$ cat config.mk
export PLATFORM = sky130hd
export DESIGN_NAME = vc_ibuffer_flat
export DESIGN_NICKNAME = d
export VERILOG_FILES = /design/src/rtl/vc_ibuffer_pkg.sv /design/src/rtl/vc_ibuffer_if.sv /design/src/rtl/vc_ibuffer_fifo.sv /design/src/rtl/vc_ibuffer.sv /design/src/flat_wrapper.sv
export SDC_FILE = /design/constraint.sdc
export NUM_CORES = 1
export LEC_CHECK = 0
export CAP_MARGIN = 15
export CORE_MARGIN = 1.5
export CORE_UTILIZATION = 50
export DETAILED_ROUTE_END_ITERATION = 7
export PLACE_DENSITY = 0.72
export SLEW_MARGIN = 20
export SYNTH_ARGS = -nofsm -noshare
export SYNTH_HDL_FRONTEND = slang
export SYNTH_SLANG_ARGS = --single-unit
$ cat constraint.sdc
create_clock -name clk -period 2.8 [get_ports clk]
set_input_delay 0.7 -clock clk [delete_from_list [all_inputs] [get_ports clk]]
set_output_delay 0.7 -clock clk [all_outputs]
set_load 0.01 [all_outputs]
$ cat src/rtl/vc_ibuffer_pkg.sv
// Shared constants/helpers for the virtual-channel input buffer.
package vc_ibuf_pkg;

  function automatic int unsigned clog2(input int unsigned n);
    int unsigned r;
    int unsigned v;
    r = 0;
    v = 1;
    while (v < n) begin
      v = v << 1;
      r = r + 1;
    end
    return r;
  endfunction

  // VC index width; a single-VC build still carries a 1-bit index.
  function automatic int unsigned vcw(input int unsigned nvc);
    return (nvc > 1) ? clog2(nvc) : 1;
  endfunction

  // Per-VC occupancy width: must represent 0..DEPTH inclusive.
  function automatic int unsigned cntw(input int unsigned depth);
    return clog2(depth) + 1;
  endfunction

  typedef enum logic {
    LK_OPEN,
    LK_HELD
  } lock_state_e;

endpackage

$ cat src/rtl/vc_ibuffer_if.sv
// Link-side (upstream) and route-side (downstream) handshake bundle.
interface vc_ibuffer_if #(
  parameter int unsigned WIDTH  = 8,
  parameter int unsigned NUM_VC = 2
);
  import vc_ibuf_pkg::*;

  localparam int unsigned VCW = vcw(NUM_VC);

  logic [WIDTH-1:0]  ldata;
  logic [VCW-1:0]    lvc;
  logic              lvalid;
  logic [NUM_VC-1:0] lrdy;
  logic [WIDTH-1:0]  rdata;
  logic [VCW-1:0]    rvc;
  logic              rvalid;
  logic              rrdy;

  modport master (
    output ldata, lvc, lvalid, rrdy,
    input  lrdy, rdata, rvc, rvalid
  );

  modport slave (
    input  ldata, lvc, lvalid, rrdy,
    output lrdy, rdata, rvc, rvalid
  );

endinterface

$ cat src/rtl/vc_ibuffer_fifo.sv
// Single per-VC synchronous FIFO; DEPTH must be a power of two so pointers wrap naturally.
module vc_fifo
  import vc_ibuf_pkg::*;
#(
  parameter int unsigned WIDTH = 8,
  parameter int unsigned DEPTH = 4
)(
  input  logic                     clk,
  input  logic                     rst_n,
  input  logic                     i_push,
  input  logic [WIDTH-1:0]         i_wdata,
  input  logic                     i_pop,
  output logic [WIDTH-1:0]         o_rdata,
  output logic                     o_full,
  output logic                     o_empty,
  output logic [cntw(DEPTH)-1:0]   o_count
);

  localparam int unsigned PW = clog2(DEPTH);
  localparam int unsigned CW = cntw(DEPTH);

  logic [WIDTH-1:0] r_mem [DEPTH];
  logic [PW-1:0]    r_wr_ptr;
  logic [PW-1:0]    r_rd_ptr;
  logic [CW-1:0]    r_count;
  logic             w_do_push;
  logic             w_do_pop;

  assign o_full    = (r_count == CW'(DEPTH));
  assign o_empty   = (r_count == '0);
  assign o_count   = r_count;
  assign o_rdata   = r_mem[r_rd_ptr];
  assign w_do_push = i_push && !o_full;
  assign w_do_pop  = i_pop && !o_empty;

  always_ff @(posedge clk) begin
    if (w_do_push) begin
      r_mem[r_wr_ptr] <= i_wdata;
    end
  end

  always_ff @(posedge clk or negedge rst_n) begin
    if (!rst_n) begin
      r_wr_ptr <= '0;
      r_rd_ptr <= '0;
      r_count  <= '0;
    end else begin
      if (w_do_push) begin
        r_wr_ptr <= r_wr_ptr + PW'(1);
      end
      if (w_do_pop) begin
        r_rd_ptr <= r_rd_ptr + PW'(1);
      end
      case ({w_do_push, w_do_pop})
        2'b10:   r_count <= r_count + CW'(1);
        2'b01:   r_count <= r_count - CW'(1);
        default: r_count <= r_count;
      endcase
    end
  end

endmodule

$ cat src/rtl/vc_ibuffer.sv
// Router input buffer: one FIFO per VC, round-robin output arbiter with grant lock.
// Optional occupancy port enabled by defining VC_IBUFFER_OCC_EN.
module vc_ibuffer
  import vc_ibuf_pkg::*;
#(
  parameter int unsigned WIDTH  = 8,
  parameter int unsigned DEPTH  = 4,
  parameter int unsigned NUM_VC = 2
)(
  input  logic clk,
  input  logic rst_n,
  vc_ibuffer_if.slave lnk
`ifdef VC_IBUFFER_OCC_EN
  ,
  output logic [NUM_VC*cntw(DEPTH)-1:0] occ
`endif
);

  localparam int unsigned VCW = vcw(NUM_VC);
  localparam int unsigned CW  = cntw(DEPTH);

  logic [NUM_VC-1:0] w_push;
  logic [NUM_VC-1:0] w_pop;
  logic [NUM_VC-1:0] w_full;
  logic [NUM_VC-1:0] w_empty;
  logic [WIDTH-1:0]  w_head  [NUM_VC];
  logic [CW-1:0]     w_count [NUM_VC];

  logic [VCW-1:0]    r_rr_ptr;
  logic [VCW-1:0]    r_lock_vc;
  logic [VCW-1:0]    r_last_vc;
  logic [WIDTH-1:0]  r_last_data;
  lock_state_e       r_lock_state;
  lock_state_e       w_lock_next;

  logic [VCW-1:0]    w_cand;
  logic [VCW-1:0]    w_scan;
  logic              w_found;
  logic [VCW-1:0]    w_grant;
  logic [VCW-1:0]    w_rr_next;
  logic [WIDTH-1:0]  w_grant_data;
  logic              w_any;
  logic              w_xfer;

  for (genvar v = 0; v < NUM_VC; v++) begin : g_vc
    vc_fifo #(
      .WIDTH (WIDTH),
      .DEPTH (DEPTH)
    ) u_fifo (
      .clk     (clk),
      .rst_n   (rst_n),
      .i_push  (w_push[v]),
      .i_wdata (lnk.ldata),
      .i_pop   (w_pop[v]),
      .o_rdata (w_head[v]),
      .o_full  (w_full[v]),
      .o_empty (w_empty[v]),
      .o_count (w_count[v])
    );
`ifdef VC_IBUFFER_OCC_EN
    assign occ[v*CW +: CW] = w_count[v];
`endif
  end

  assign lnk.lrdy = ~w_full;

  always_comb begin
    w_any = 1'b0;
    for (int unsigned v = 0; v < NUM_VC; v++) begin
      if (w_count[v] != '0) begin
        w_any = 1'b1;
      end
    end
  end

  // First non-empty VC starting at rr_ptr; overridden by the lock while a stalled grant is pending.
  always_comb begin
    w_cand  = '0;
    w_scan  = r_rr_ptr;
    w_found = 1'b0;
    for (int unsigned i = 0; i < NUM_VC; i++) begin
      w_cand = VCW'((32'(r_rr_ptr) + i) % NUM_VC);
      if (!w_found && !w_empty[w_cand]) begin
        w_found = 1'b1;
        w_scan  = w_cand;
      end
    end
    if (r_lock_state == LK_HELD) begin
      w_grant = r_lock_vc;
    end else if (w_found) begin
      w_grant = w_scan;
    end else begin
      w_grant = r_last_vc;
    end
  end

  always_comb begin
    w_grant_data = r_last_data;
    for (int unsigned v = 0; v < NUM_VC; v++) begin
      if (w_grant == VCW'(v)) begin
        w_grant_data = w_head[v];
      end
    end
  end

  assign w_xfer     = w_any && lnk.rrdy;
  assign lnk.rvalid = w_any;
  assign lnk.rvc    = w_grant;
  assign lnk.rdata  = w_any ? w_grant_data : r_last_data;
  assign w_rr_next  = (32'(w_grant) == NUM_VC - 1) ? '0 : w_grant + VCW'(1);

  // Out-of-range lvc matches no FIFO, so such writes vanish without side effects.
  always_comb begin
    w_push = '0;
    w_pop  = '0;
    for (int unsigned v = 0; v < NUM_VC; v++) begin
      w_push[v] = lnk.lvalid && (lnk.lvc == VCW'(v)) && !w_full[v];
      w_pop[v]  = w_xfer && (w_grant == VCW'(v));
    end
  end

  always_ff @(posedge clk or negedge rst_n) begin
    if (!rst_n) begin
      r_lock_state <= LK_OPEN;
    end else begin
      r_lock_state <= w_lock_next;
    end
  end

  always_comb begin
    w_lock_next = r_lock_state;
    case (r_lock_state)
      LK_OPEN: begin
        if (w_any && !lnk.rrdy) begin
          w_lock_next = LK_HELD;
        end
      end
      LK_HELD: begin
        if (lnk.rrdy) begin
          w_lock_next = LK_OPEN;
        end
      end
      default: w_lock_next = LK_OPEN;
    endcase
  end

  always_ff @(posedge clk or negedge rst_n) begin
    if (!rst_n) begin
      r_rr_ptr    <= '0;
      r_lock_vc   <= '0;
      r_last_vc   <= '0;
      r_last_data <= '0;
    end else begin
      if (w_xfer) begin
        r_rr_ptr    <= w_rr_next;
        r_last_vc   <= w_grant;
        r_last_data <= w_grant_data;
      end
      if (r_lock_state == LK_OPEN && w_lock_next == LK_HELD) begin
        r_lock_vc <= w_grant;
      end
    end
  end

endmodule

$ cat src/flat_wrapper.sv
// flat-port wrapper written by rule: the top's interface ports become plain ports
module vc_ibuffer_flat import vc_ibuf_pkg::*;
#(
  parameter int unsigned WIDTH  = 8,
  parameter int unsigned DEPTH  = 4,
  parameter int unsigned NUM_VC = 2
)
  (clk, rst_n, lnk_ldata, lnk_lvc, lnk_lvalid, lnk_rrdy, lnk_lrdy, lnk_rdata, lnk_rvc, lnk_rvalid);
  vc_ibuffer_if #(.WIDTH(WIDTH), .NUM_VC(NUM_VC)) lnk_i ();
  input  logic clk;
  input  logic rst_n;
  input wire logic [$bits(lnk_i.ldata)-1:0] lnk_ldata;
  input wire logic [$bits(lnk_i.lvc)-1:0] lnk_lvc;
  input wire logic [$bits(lnk_i.lvalid)-1:0] lnk_lvalid;
  input wire logic [$bits(lnk_i.rrdy)-1:0] lnk_rrdy;
  output wire logic [$bits(lnk_i.lrdy)-1:0] lnk_lrdy;
  output wire logic [$bits(lnk_i.rdata)-1:0] lnk_rdata;
  output wire logic [$bits(lnk_i.rvc)-1:0] lnk_rvc;
  output wire logic [$bits(lnk_i.rvalid)-1:0] lnk_rvalid;
  assign lnk_i.ldata = lnk_ldata;
  assign lnk_i.lvc = lnk_lvc;
  assign lnk_i.lvalid = lnk_lvalid;
  assign lnk_i.rrdy = lnk_rrdy;
  assign lnk_lrdy = lnk_i.lrdy;
  assign lnk_rdata = lnk_i.rdata;
  assign lnk_rvc = lnk_i.rvc;
  assign lnk_rvalid = lnk_i.rvalid;
  vc_ibuffer #(.WIDTH(WIDTH), .DEPTH(DEPTH), .NUM_VC(NUM_VC)) u_core (.clk(clk), .rst_n(rst_n), .lnk(lnk_i));
endmodule
== After elaboration in Yosys (flattened, before gate mapping) ==
Memory sizes are Yosys's and may differ from the RTL's.
Index checks and enable logic that the tools add are counted.

* Logic and storage cells: 84
* Bits in writable memories: 64
* Register bits: 26
* Bits in read-only memories: 0
* Output and inout port bits: 12
* Input port bits: 13
* Memories: 2
* Latch bits: 0

* Multipliers: 0
* Order comparisons: 2
* Eq/ne operators: 6
* Div/mod/pow operators: 0
* Shift-type cells: 0
* Add/sub/neg operators: 10
* Bitwise gates (word level): 4
* Multiplexer cells: 23
* Reduce and logical (&&, ||, !) cells: 26

{| class="wikitable"
|+ Memory list
! name !! depth !! bits a word !! read ports !! clocked after memory_dff !! write ports !! RTL line !! text
|-
| u_core.g_vc[0].u_fifo.r_mem || 4 || 8 || 1 || 0 || 1 || vc_ibuffer_fifo.sv:22 || <nowiki>logic [WIDTH-1:0] r_mem [DEPTH];</nowiki>
|-
| u_core.g_vc[1].u_fifo.r_mem || 4 || 8 || 1 || 0 || 1 || vc_ibuffer_fifo.sv:22 ||
|}

{| class="wikitable"
|+ Operators with widths
! cell !! count
|-
| 2-to-1 mux 1 bit || 18
|-
| 2-to-1 mux 8 bit || 2
|-
| logical AND 1 bit || 14
|-
| one-hot mux 3 bit (2 select lines) || 2
|-
| adder 2 x 1 -> 2 bit (second input constant) || 4
|-
| adder 3 x 1 -> 3 bit (second input constant) || 2
|-
| equality test 3 bit (second input constant) || 2
|-
| logical NOT 1 bit || 6
|-
| logical NOT 3 bit || 2
|-
| nonzero test 3 bit || 2
|-
| subtractor 3 x 1 -> 3 bit (second input constant) || 2
|-
| equality test 2 x 1 -> 1 bit (second input constant) || 2
|-
| equality test 2 bit (second input constant) || 2
|-
| less-than comparator 1 x 2 -> 1 bit (second input constant) || 2
|-
| nonzero test 2 bit || 2
|-
| NOT 1 bit || 3
|-
| adder 1 bit (second input constant) || 2
|-
| NOT 2 bit || 1
|-
| one-hot mux 1 bit (2 select lines) || 1
|}

== Depth between registers and ports, before layout ==
Gate-level depths: netlist of run 1.

* Word-level depth: 13
* Depth in mapped cells: 11
* Gate-level depth less buffers: 10

== By module ==
A second synthesis of run 1 with hierarchy kept.

* Cell total of the unflattened synthesis: 242
* Area, all modules: 3900.0 sq um

{| class="wikitable"
|+ Modules (own cells, without submodules)
! module !! area an instance (sq um) !! cells an instance !! times used
|-
| vc_fifo (u_core.g_vc[0].u_fifo) || 1592.8 || 79 || 1
|-
| vc_fifo (u_core.g_vc[1].u_fifo) || 1584.0 || 80 || 1
|-
| vc_ibuffer || 723.2 || 83 || 1
|}

== Least setup slack after synthesis of run 1 ==
OpenSTA, ideal clock, no wires.

* Kind: register -> register
* From: register u_core.g_vc[1].u_fifo.r_count[0]
* To: register u_core.g_vc[0].u_fifo.r_count[2]
* Buffers on the path: 1
* Arrival time: 2.619 ns
* Setup slack: 0.102 ns
* Library setup time: 0.079 ns
* Period minus slack after synthesis: 2.698 ns
* Stages on the path, launching flop included: 12
* Data required time: 2.721 ns
* Path through: dfrtp_1 > or3_1 > buf_2 > o221a_4 > or3_4 > inv_1 > ha_1 > inv_1 > fa_1 > xor2_1 > nor2_1 > xor2_1

* Cells in the longest elaborated chain, start to end: 13
* Elaborated cells between the ends (all ways): 22
* Classes of those cells: eq/ne: 2; mux: 11; bitwise: 1; reduce/logical: 8

{| class="wikitable"
|+ Ends and longest elaborated chain
! what !! RTL line !! text
|-
| from (decl) || vc_ibuffer_fifo.sv:25 || <nowiki>logic [CW-1:0] r_count;</nowiki>
|-
| from (signal assigned) || vc_ibuffer_fifo.sv:55 || <nowiki>2'b10: r_count <= r_count + CW'(1);</nowiki>
|-
| from (signal assigned) || vc_ibuffer_fifo.sv:56 || <nowiki>2'b01: r_count <= r_count - CW'(1);</nowiki>
|-
| from (signal assigned) || vc_ibuffer_fifo.sv:57 || <nowiki>default: r_count <= r_count;</nowiki>
|-
| logical NOT 3 bit || vc_ibuffer_fifo.sv:30 || <nowiki>assign o_empty = (r_count == '0);</nowiki>
|-
| 2-to-1 mux 1 bit (not written as such) (2 in a row) || vc_ibuffer.sv:83 || <nowiki>if (!w_found && !w_empty[w_cand]) begin</nowiki>
|-
| logical NOT 1 bit || vc_ibuffer.sv:83 ||
|-
| logical AND 1 bit || vc_ibuffer.sv:83 ||
|-
| 2-to-1 mux 1 bit || vc_ibuffer.sv:83 ||
|-
| 2-to-1 mux 1 bit || vc_ibuffer.sv:90 || <nowiki>end else if (w_found) begin</nowiki>
|-
| 2-to-1 mux 1 bit || vc_ibuffer.sv:88 || <nowiki>if (r_lock_state == LK_HELD) begin</nowiki>
|-
| NOT 1 bit || - ||
|-
| logical AND 1 bit (*) || vc_ibuffer.sv:118 || <nowiki>w_pop[v] = w_xfer && (w_grant == VCW'(v));</nowiki>
|-
| logical AND 1 bit (*) || vc_ibuffer_fifo.sv:34 || <nowiki>assign w_do_pop = i_pop && !o_empty;</nowiki>
|-
| named net u_core.g_vc[0].u_fifo.w_do_pop || vc_ibuffer_fifo.sv:27 || <nowiki>logic w_do_pop;</nowiki>
|-
| equality test 2 x 1 -> 1 bit or equality test 2 bit (tied branches) || vc_ibuffer_fifo.sv:54 || <nowiki>case ({w_do_push, w_do_pop})</nowiki>
|-
| one-hot mux 3 bit (2 select lines) or nonzero test 2 bit (tied branches) || - ||
|-
| to (signal assigned) || vc_ibuffer_fifo.sv:55 ||
|-
| to (signal assigned) || vc_ibuffer_fifo.sv:56 ||
|-
| to (signal assigned) || vc_ibuffer_fifo.sv:57 ||
|-
| to (decl) || vc_ibuffer_fifo.sv:25 ||
|}

Mark *: on every way through the listed nets, which the timed path passes. The rest lies on a longest branch. The select of a mux whose other input is x is not followed.
A chain may end at the register's enable or synchronous reset.

== Worst setup path in the final report of run 1 ==
* From: register u_core.g_vc[1].u_fifo.r_count[0]
* To: output port lnk_rdata[2]

* Cells in the longest elaborated chain, start to end: 10
* Elaborated cells between the ends (all ways): 16
* Classes of those cells: mux: 12; reduce/logical: 4

{| class="wikitable"
|+ Ends and longest elaborated chain
! what !! RTL line !! text
|-
| logical NOT 3 bit || vc_ibuffer_fifo.sv:30 ||
|-
| 2-to-1 mux 1 bit (not written as such) (2 in a row) || vc_ibuffer.sv:83 ||
|-
| logical NOT 1 bit || vc_ibuffer.sv:83 ||
|-
| logical AND 1 bit || vc_ibuffer.sv:83 ||
|-
| 2-to-1 mux 1 bit || vc_ibuffer.sv:83 ||
|-
| 2-to-1 mux 1 bit || vc_ibuffer.sv:90 ||
|-
| 2-to-1 mux 1 bit || vc_ibuffer.sv:88 ||
|-
| 2-to-1 mux 8 bit || vc_ibuffer.sv:100 || <nowiki>if (w_grant == VCW'(v)) begin</nowiki>
|-
| 2-to-1 mux 8 bit (*) || vc_ibuffer.sv:109 || <nowiki>assign lnk.rdata = w_any ? w_grant_data : r_last_data;</nowiki>
|-
| to (decl) || flat_wrapper.sv:17 || <nowiki>output wire logic [$bits(lnk_i.rdata)-1:0] lnk_rdata;</nowiki>
|}

Mark *: on every way between the ends. The rest lies on a longest branch, timed or not. The select of a mux whose other input is x is not followed.

==> results of run 1 <==
-- worst reg2reg max path: stages, from the launching register on --
cell,delay [ns]
dfrtp_1,0.41
buf_4,0.17
nor3_4,0.18
buf_6,0.15
o221ai_4,0.11
buf_4,0.17
buf_4,0.14
a21oi_2,0.20
ha_1,0.21
inv_1,0.06
fa_1,0.43
xor2_1,0.15
nor2_1,0.11
xor2_1,0.14
-- kinds of logic after synthesis --
| logic type | synth area share |
|---|---|
| compound gates | 0.0573 |
| xor+xnor | 0.0291 |
| fa+ha+maj | 0.0427 |
| buf+inv | 0.0278 |
| flops | 0.666 |
| mux | 0.102 |
| simple gates | 0.0758 |
-- area by class of cell --
class                      instances  area [um^2]
clock buffer                      11          141
clock inverter                     5         38.8
fill                             564         2740
inverter                          15         56.3
multi-input combinational        136         1260
sequential                        90         2570
tap                               99          124
timing repair buffer              53          442
-- worst paths after layout --
kind,end,slack (ns),depth (start not counted)
setup / recovery,lnk_rdata[2],0.05,7
hold / removal,u_core.r_last_vc$_DFFE_PN0N_,0.52,1
setup reg to reg,u_core.g_vc[1].u_fifo.o_count[2]$_DFFE_PN0P_,0.11,13
hold reg to reg,u_core.r_last_vc$_DFFE_PN0N_,0.52,1
max in group asynchronous,u_core.r_last_data[4]$_DFFE_PN0N_,1.81,2
min in group asynchronous,u_core.g_vc[1].u_fifo.r_wr_ptr[1]$_DFFE_PN0P_,0.70,2
-- layer usage --
metal	routed length [um]	vias up	share of wire
met2	3680	61	0.49
met3	447	12	0.060
met1	3220	1148	0.43
met4	151	0	0.020
li1	-	1055	-
met5	0	-	0
-- repair_timing --
| action | 4_1_cts | 5_1_grt |
|---|---|---|
| gates resized for setup | 34 | 15 |
| cloned | 1 | 1 |
| endpoints found under the setup margin | 11 | 12 |
| pin swaps | 1 | 15 |
| buffers inserted | 3 | 3 |
-- sequential cells by signal, summed over array words and instances (netlist names) --
| signal | cells |
|---|---|
| u_core.r_last_data | 8 |
| u_core.r_rr_ptr | 1 |
| u_core.r_lock_vc | 1 |
| u_core.r_lock_state | 1 |
| u_core.g_vc.u_fifo.r_wr_ptr | 4 |
| u_core.g_vc.u_fifo.o_count | 6 |
| u_core.r_last_vc | 1 |
| u_core.g_vc.u_fifo.r_rd_ptr | 4 |
| u_core.g_vc.u_fifo.r_mem | 64 |
-- stage by stage --
stage	util	power, mW	hold slack [ns]	area [um^2]	std cells
finish	0.629	4.69	0.523	4630	409
global placement	0.591	3.74	0.500	4360	385
floorplan	-	3.04	0.404	3860	252
CTS	0.625	4.68	0.523	4610	405
global route	0.629	4.99	0.547	4630	409
detailed placement	0.591	3.83	0.503	4360	385
-- cells in the mapped netlist (all sizes together) (2+ instances only) --
cell type / number / area, um^2
nor3: 2 / 15.0
xnor2: 5 / 51.3
a31oi: 18 / 113
or3: 3 / 23.8
nand3: 12 / 60.1
fa: 2 / 40.0
a21oi: 3 / 15.0
ha: 10 / 125
o21ai: 10 / 50.1
mux2: 2 / 22.5
clkbuf: 7 / 28.8
nor2: 19 / 71.3
and2: 9 / 56.3
edfxtp: 64 / 1920
buf: 5 / 22.5
xor2: 7 / 61.3
dfrtp: 26 / 651
mux4: 16 / 360
nand2: 8 / 30.0
inv: 15 / 56.3
-- power by group --
part           internal (mW)  switching, mW
Sequential              1.73          0.234
Clock                  0.353          0.457
Combinational          0.978          0.943
==> results.yml, run 1 <==
grt:
  grt-ovfl-total: 0
  grt_use_met1: 0.272
  grt_max_degree: 27
  first_global_vias: 2303
  grt_first_pass_wirelength_um: 12100
  antenna_found_initial: 0
  grt_usage: 0.199
  grtUsageMet3: 0.0354
  gr-usage-met2: 0.300
  top_usage_layer: "met2"
worst_setup_path:
  crit_path_start: "u_core.g_vc[1].u_fifo.o_count[0]$_DFFE_PN0P_"
  cp_top_family: "simple AND/OR/NAND/NOR gates"
  cp.required_ns: 2.10
  crit_chain: "or3_4 > o221ai_4 > buf_4 > buf_4 > nand3_1 > a31oi_1 > buf_2"
  crit_fanout: 6
  worstSetupEndpointType: "output port"
  slowest_delay_ns: 0.45
  critPathKind: "flop to output port"
  cpMostUsedCell: "buf_4"
  critical_path.startpoint_type: "flop"
  critPathBufInv: 3
  worstReg2RegStart: "u_core.g_vc[0].u_fifo.o_count[2]$_DFFE_PN0P_"
  slowest_stage: "or3_4"
  arrival_ns: 2.05
synth:
  ys_async_sr_fraction: 0.289
  syn_area_um2: 3860
  syn_area_per_cell_um2: 15.3
  synth-edff-count: 64
  ys_ff_latch: 90
  synth-main-ff-cell: "edfxtp_1"
  ys_warn_count: 0
  ys_types: 34
  syn_nets: 277
  synth-seq-area-share: 0.666
  netlist_instances: 252
pwr:
  vdd_drop_max_uv: 408
  power_density_nw_per_um2: 1010
  leakagePower_nw: 1.75
floorplanning:
  start_util: 0.524
  rows: 31
  coreArea_um2: 7370
  dieArea_um2: 8270
  die_x_um: 90.9
  io_pins: 25
  die_h_um: 90.9
routing:
  viasPerCell: 5.56
  first_pass_iters: 4
  wl_per_cell_um: 18.3
  vias: 2276
  dr.first_iter.drc_count: 206
  routed_wl_um: 7510
  ant_nets: 0
  drc: 0
timing:
  timing.fmax_mhz: 364
  finalSetupTns_ns: 0
  fin_ws_ns: 0.0532
  max_slew_margin: 0.662
  worst_pin_slew_ns: 0.507
  setup_viol: 0
  hold_viol: 0
  finClkSkew_ns: 0.00933
  drv_slew: 0
  rsz0062_at_grt: "yes"
  post-route-period-util: 0.981
  fin_crit_ns: 2.75
place:
  port-buffer-count: 24
  dp_slack_ns: -0.101
  place_congestion: 0.736
  dp_hpwl_um: 5040
min_path:
  hp-start: "u_core.r_last_vc$_DFFE_PN0N_"
  min_path_type: "flop to flop"
cells_and_area:
  final_common_cell: "edfxtp_1"
  syn_to_final_growth_pct: 19.9
  final_cell_mix: "edfxtp_1, buf_4, dfrtp_1"
  diodes: 0
  nNetsFinal: 330
  layout-drive-gt1-share: 0.271
clock_network:
  cts_htree_levels: 3
  clock_path_buffers: 2
  cts.clk_slew.worst_paths_ns: 0.09
  cts-root-buf: "clkbuf_8"
  cts_tree: "yes"
  clk_latency_ns: 0.36
  cts_sinks: 90
  cts_buffers: 9
  ctsHoldBuffers: 0
job:
  maxCapViolCount: 0
status:
  outcome: "complete, no violations"
Power figures use the tool's default switching activity.
==> inputs of run 2 (changes only) <==
--- a/config.mk
+++ b/config.mk
@@ -8,8 +8,10 @@
 export CAP_MARGIN = 15
 export CORE_MARGIN = 1.5
 export CORE_UTILIZATION = 50
+export CTS_CLUSTER_SIZE = 8
 export DETAILED_ROUTE_END_ITERATION = 7
 export PLACE_DENSITY = 0.72
+export RECOVER_POWER = 25
 export SLEW_MARGIN = 20
 export SYNTH_ARGS = -nofsm -noshare
 export SYNTH_HDL_FRONTEND = slang
==> run 2 against run 1 <==
Net effect: the run now ends with max-capacitance violations, max-slew violations left; core utilization down 0.051 points; flip-flop and latch count unchanged; combinational power about the same; global-route usage unchanged; cell count unchanged; wire length about the same; fmax about the same; count of clock-buffer cells in the layout unchanged; non-clock buffer count unchanged; die area unchanged; worst setup slack better by 0.0015 ns.
==> results.yml, run 2 (same netlist as run 1, synthesis figures left out) <==
floorplanning:
  die_x_um: 90.9
  start_util: 0.524
  die_h_um: 90.9
  coreArea_um2: 7370
  io_pins: 25
  rows: 31
  dieArea_um2: 8270
place:
  dp_hpwl_um: 5040
  port-buffer-count: 24
  place_congestion: 0.736
grt:
  grt_max_degree: 27
  grtUsageMet3: 0.0354
  first_global_vias: 2303
  grt_first_pass_wirelength_um: 12100
  antenna_found_initial: 0
  gr-usage-met2: 0.300
  top_usage_layer: "met2"
  grt_usage: 0.199
  grt_use_met1: 0.272
  grt-ovfl-total: 0
clock_network:
  cts_htree_levels: 3
  cts-root-buf: "clkbuf_8"
  cts.clk_slew.worst_paths_ns: 0.09
  cts_sinks: 90
  clock_path_buffers: 2
  clk_latency_ns: 0.36
  cts_tree: "yes"
  cts_buffers: 9
  ctsHoldBuffers: 0
cells_and_area:
  nFillCells: 565
  ff_latch_area_um2: 2570
  final_cell_mix: "edfxtp_1, buf_4, dfrtp_1"
  diodes: 0
  multi_input_area_um2: 1260
  syn_to_final_growth_pct: 19.8
  regMostFlops: "u_core.g_vc.u_fifo.r_mem"
  layout-drive-gt1-share: 0.268
  final_common_cell: "edfxtp_1"
  nNetsFinal: 330
  largest_reg_flops: 64
worst_setup_path:
  worstReg2RegStart: "u_core.g_vc[0].u_fifo.o_count[2]$_DFFE_PN0P_"
  ff2ff_path_depth: 13
  crit_fanout: 6
  critPathKind: "flop to output port"
  cp.required_ns: 2.10
  endpoint: "lnk_rdata[2]"
  r2r_slack_ns: 0.11
  arrival_ns: 2.05
  critical_path.startpoint_type: "flop"
  crit_path_start: "u_core.g_vc[1].u_fifo.o_count[0]$_DFFE_PN0P_"
  worstSetupEndpointType: "output port"
  reg2reg_to: "u_core.g_vc[1].u_fifo.o_count[2]$_DFFE_PN0P_"
job:
  maxCapViolCount: 1
routing:
  routed_wl_um: 7500
  vias: 2275
  dr.first_iter.drc_count: 204
  viasPerCell: 5.56
  ant_nets: 0
  first_pass_iters: 4
  wl_per_cell_um: 18.3
  drc: 0
timing:
  finClkSkew_ns: 0.00979
  post-route-period-util: 0.980
  timing.fmax_mhz: 364
  setup_viol: 0
  worst_pin_slew_ns: 1.52
  fin_crit_ns: 2.75
  drv_slew: 27
  max_slew_margin: -0.0158
  rsz0062_at_grt: "yes"
  hold_viol: 0
  finalSetupTns_ns: 0
pwr:
  switchingPower_mw: 1.63
  p_int_mw: 3.06
  combPwrFrac: 0.409
  swShare: 0.348
  leakagePower_nw: 1.74
  power_density_nw_per_um2: 1010
  vdd_drop_max_uv: 408
  seq_power_share: 0.418
  finalPower_mw: 4.69
  p_clk_frac: 0.173
min_path:
  min_path_type: "flop to flop"
status:
  outcome: "finished with violations"
  violations: "max-capacitance violations, max-slew violations"
-- run 2: cell types whose count changed in the layout (fill, tap and decap cells not counted), sizes merged --
cell,delta
buf,-1
dlygate4sd3,+5
clkdlybuf4s50,-5
clkbuf,+1
-- run 2: power groups by stage --
stage	Combinational (mW)	Sequential, mW	Clock, mW
after floorplan	1.17	1.87	0
after CTS	1.90	1.96	0.827
after global routing	2.11	1.99	0.881
final	1.92	1.96	0.811
after global placement	1.80	1.94	0
after detailed placement	1.86	1.97	0
-- run 2: timing repair --
item | CTS | global route
gates resized for setup | 34 | 15
pin swaps | 1 | 15
endpoints found under the setup margin | 11 | 12
buffers inserted | 3 | 3
cloned | 1 | 1
-- run 2: routing by layer --
metal	vias to the layer above	part of all wire
met2	60	0.49
met1	1147	0.43
met4	0	0.020
met5	-	0
li1	1056	-
met3	12	0.059
-- run 2: critical path, stage by stage (launching register included) --
cell      delay, ns
dfrtp_1        0.39
or3_4          0.45
o221ai_4       0.17
buf_4          0.17
buf_4          0.10
nand3_1        0.09
a31oi_1        0.16
buf_2          0.16
-- run 2: metrics by stage --
| stage | setup WS (ns) | area [um^2] | hold slack, ns | instances | utilization |
|---|---|---|---|---|---|
| 4_1_cts | -0.0774 | 4610 | 0.523 | 405 | 0.625 |
| 2_1_floorplan | 0.102 | 3860 | 0.404 | 252 | - |
| 6_report | 0.0547 | 4630 | 0.523 | 409 | 0.628 |
| 5_1_grt | -0.0632 | 4630 | 0.547 | 409 | 0.628 |
| 3_5_place_dp | -0.101 | 4360 | 0.503 | 385 | 0.591 |
| 3_3_place_gp | 0.00135 | 4360 | 0.500 | 385 | 0.591 |
-- run 2: final cells by class --
type	instances	share of cell area
clock inverter	5	0.00838
multi-input combinational	136	0.272
sequential	90	0.556
tap	99	0.0267
clock buffer	11	0.0305
timing repair buffer	53	0.0946
inverter	15	0.0122
-- run 2: how the worst min path moves through the flow --
stage,startpoint,end,slack [ns],cells after the start
2_1_floorplan,rst_n,u_core.g_vc[0].u_fifo.o_count[0]$_DFFE_PN0P_,0.40,0
3_3_place_gp,u_core.r_last_vc$_DFFE_PN0N_,u_core.r_last_vc$_DFFE_PN0N_,0.50,1
3_5_place_dp,u_core.r_last_vc$_DFFE_PN0N_,u_core.r_last_vc$_DFFE_PN0N_,0.50,1
4_1_cts,u_core.r_last_vc$_DFFE_PN0N_,u_core.r_last_vc$_DFFE_PN0N_,0.52,1
5_1_grt,u_core.r_last_vc$_DFFE_PN0N_,u_core.r_last_vc$_DFFE_PN0N_,0.55,1
6_report,u_core.r_last_vc$_DFFE_PN0N_,u_core.r_last_vc$_DFFE_PN0N_,0.52,1
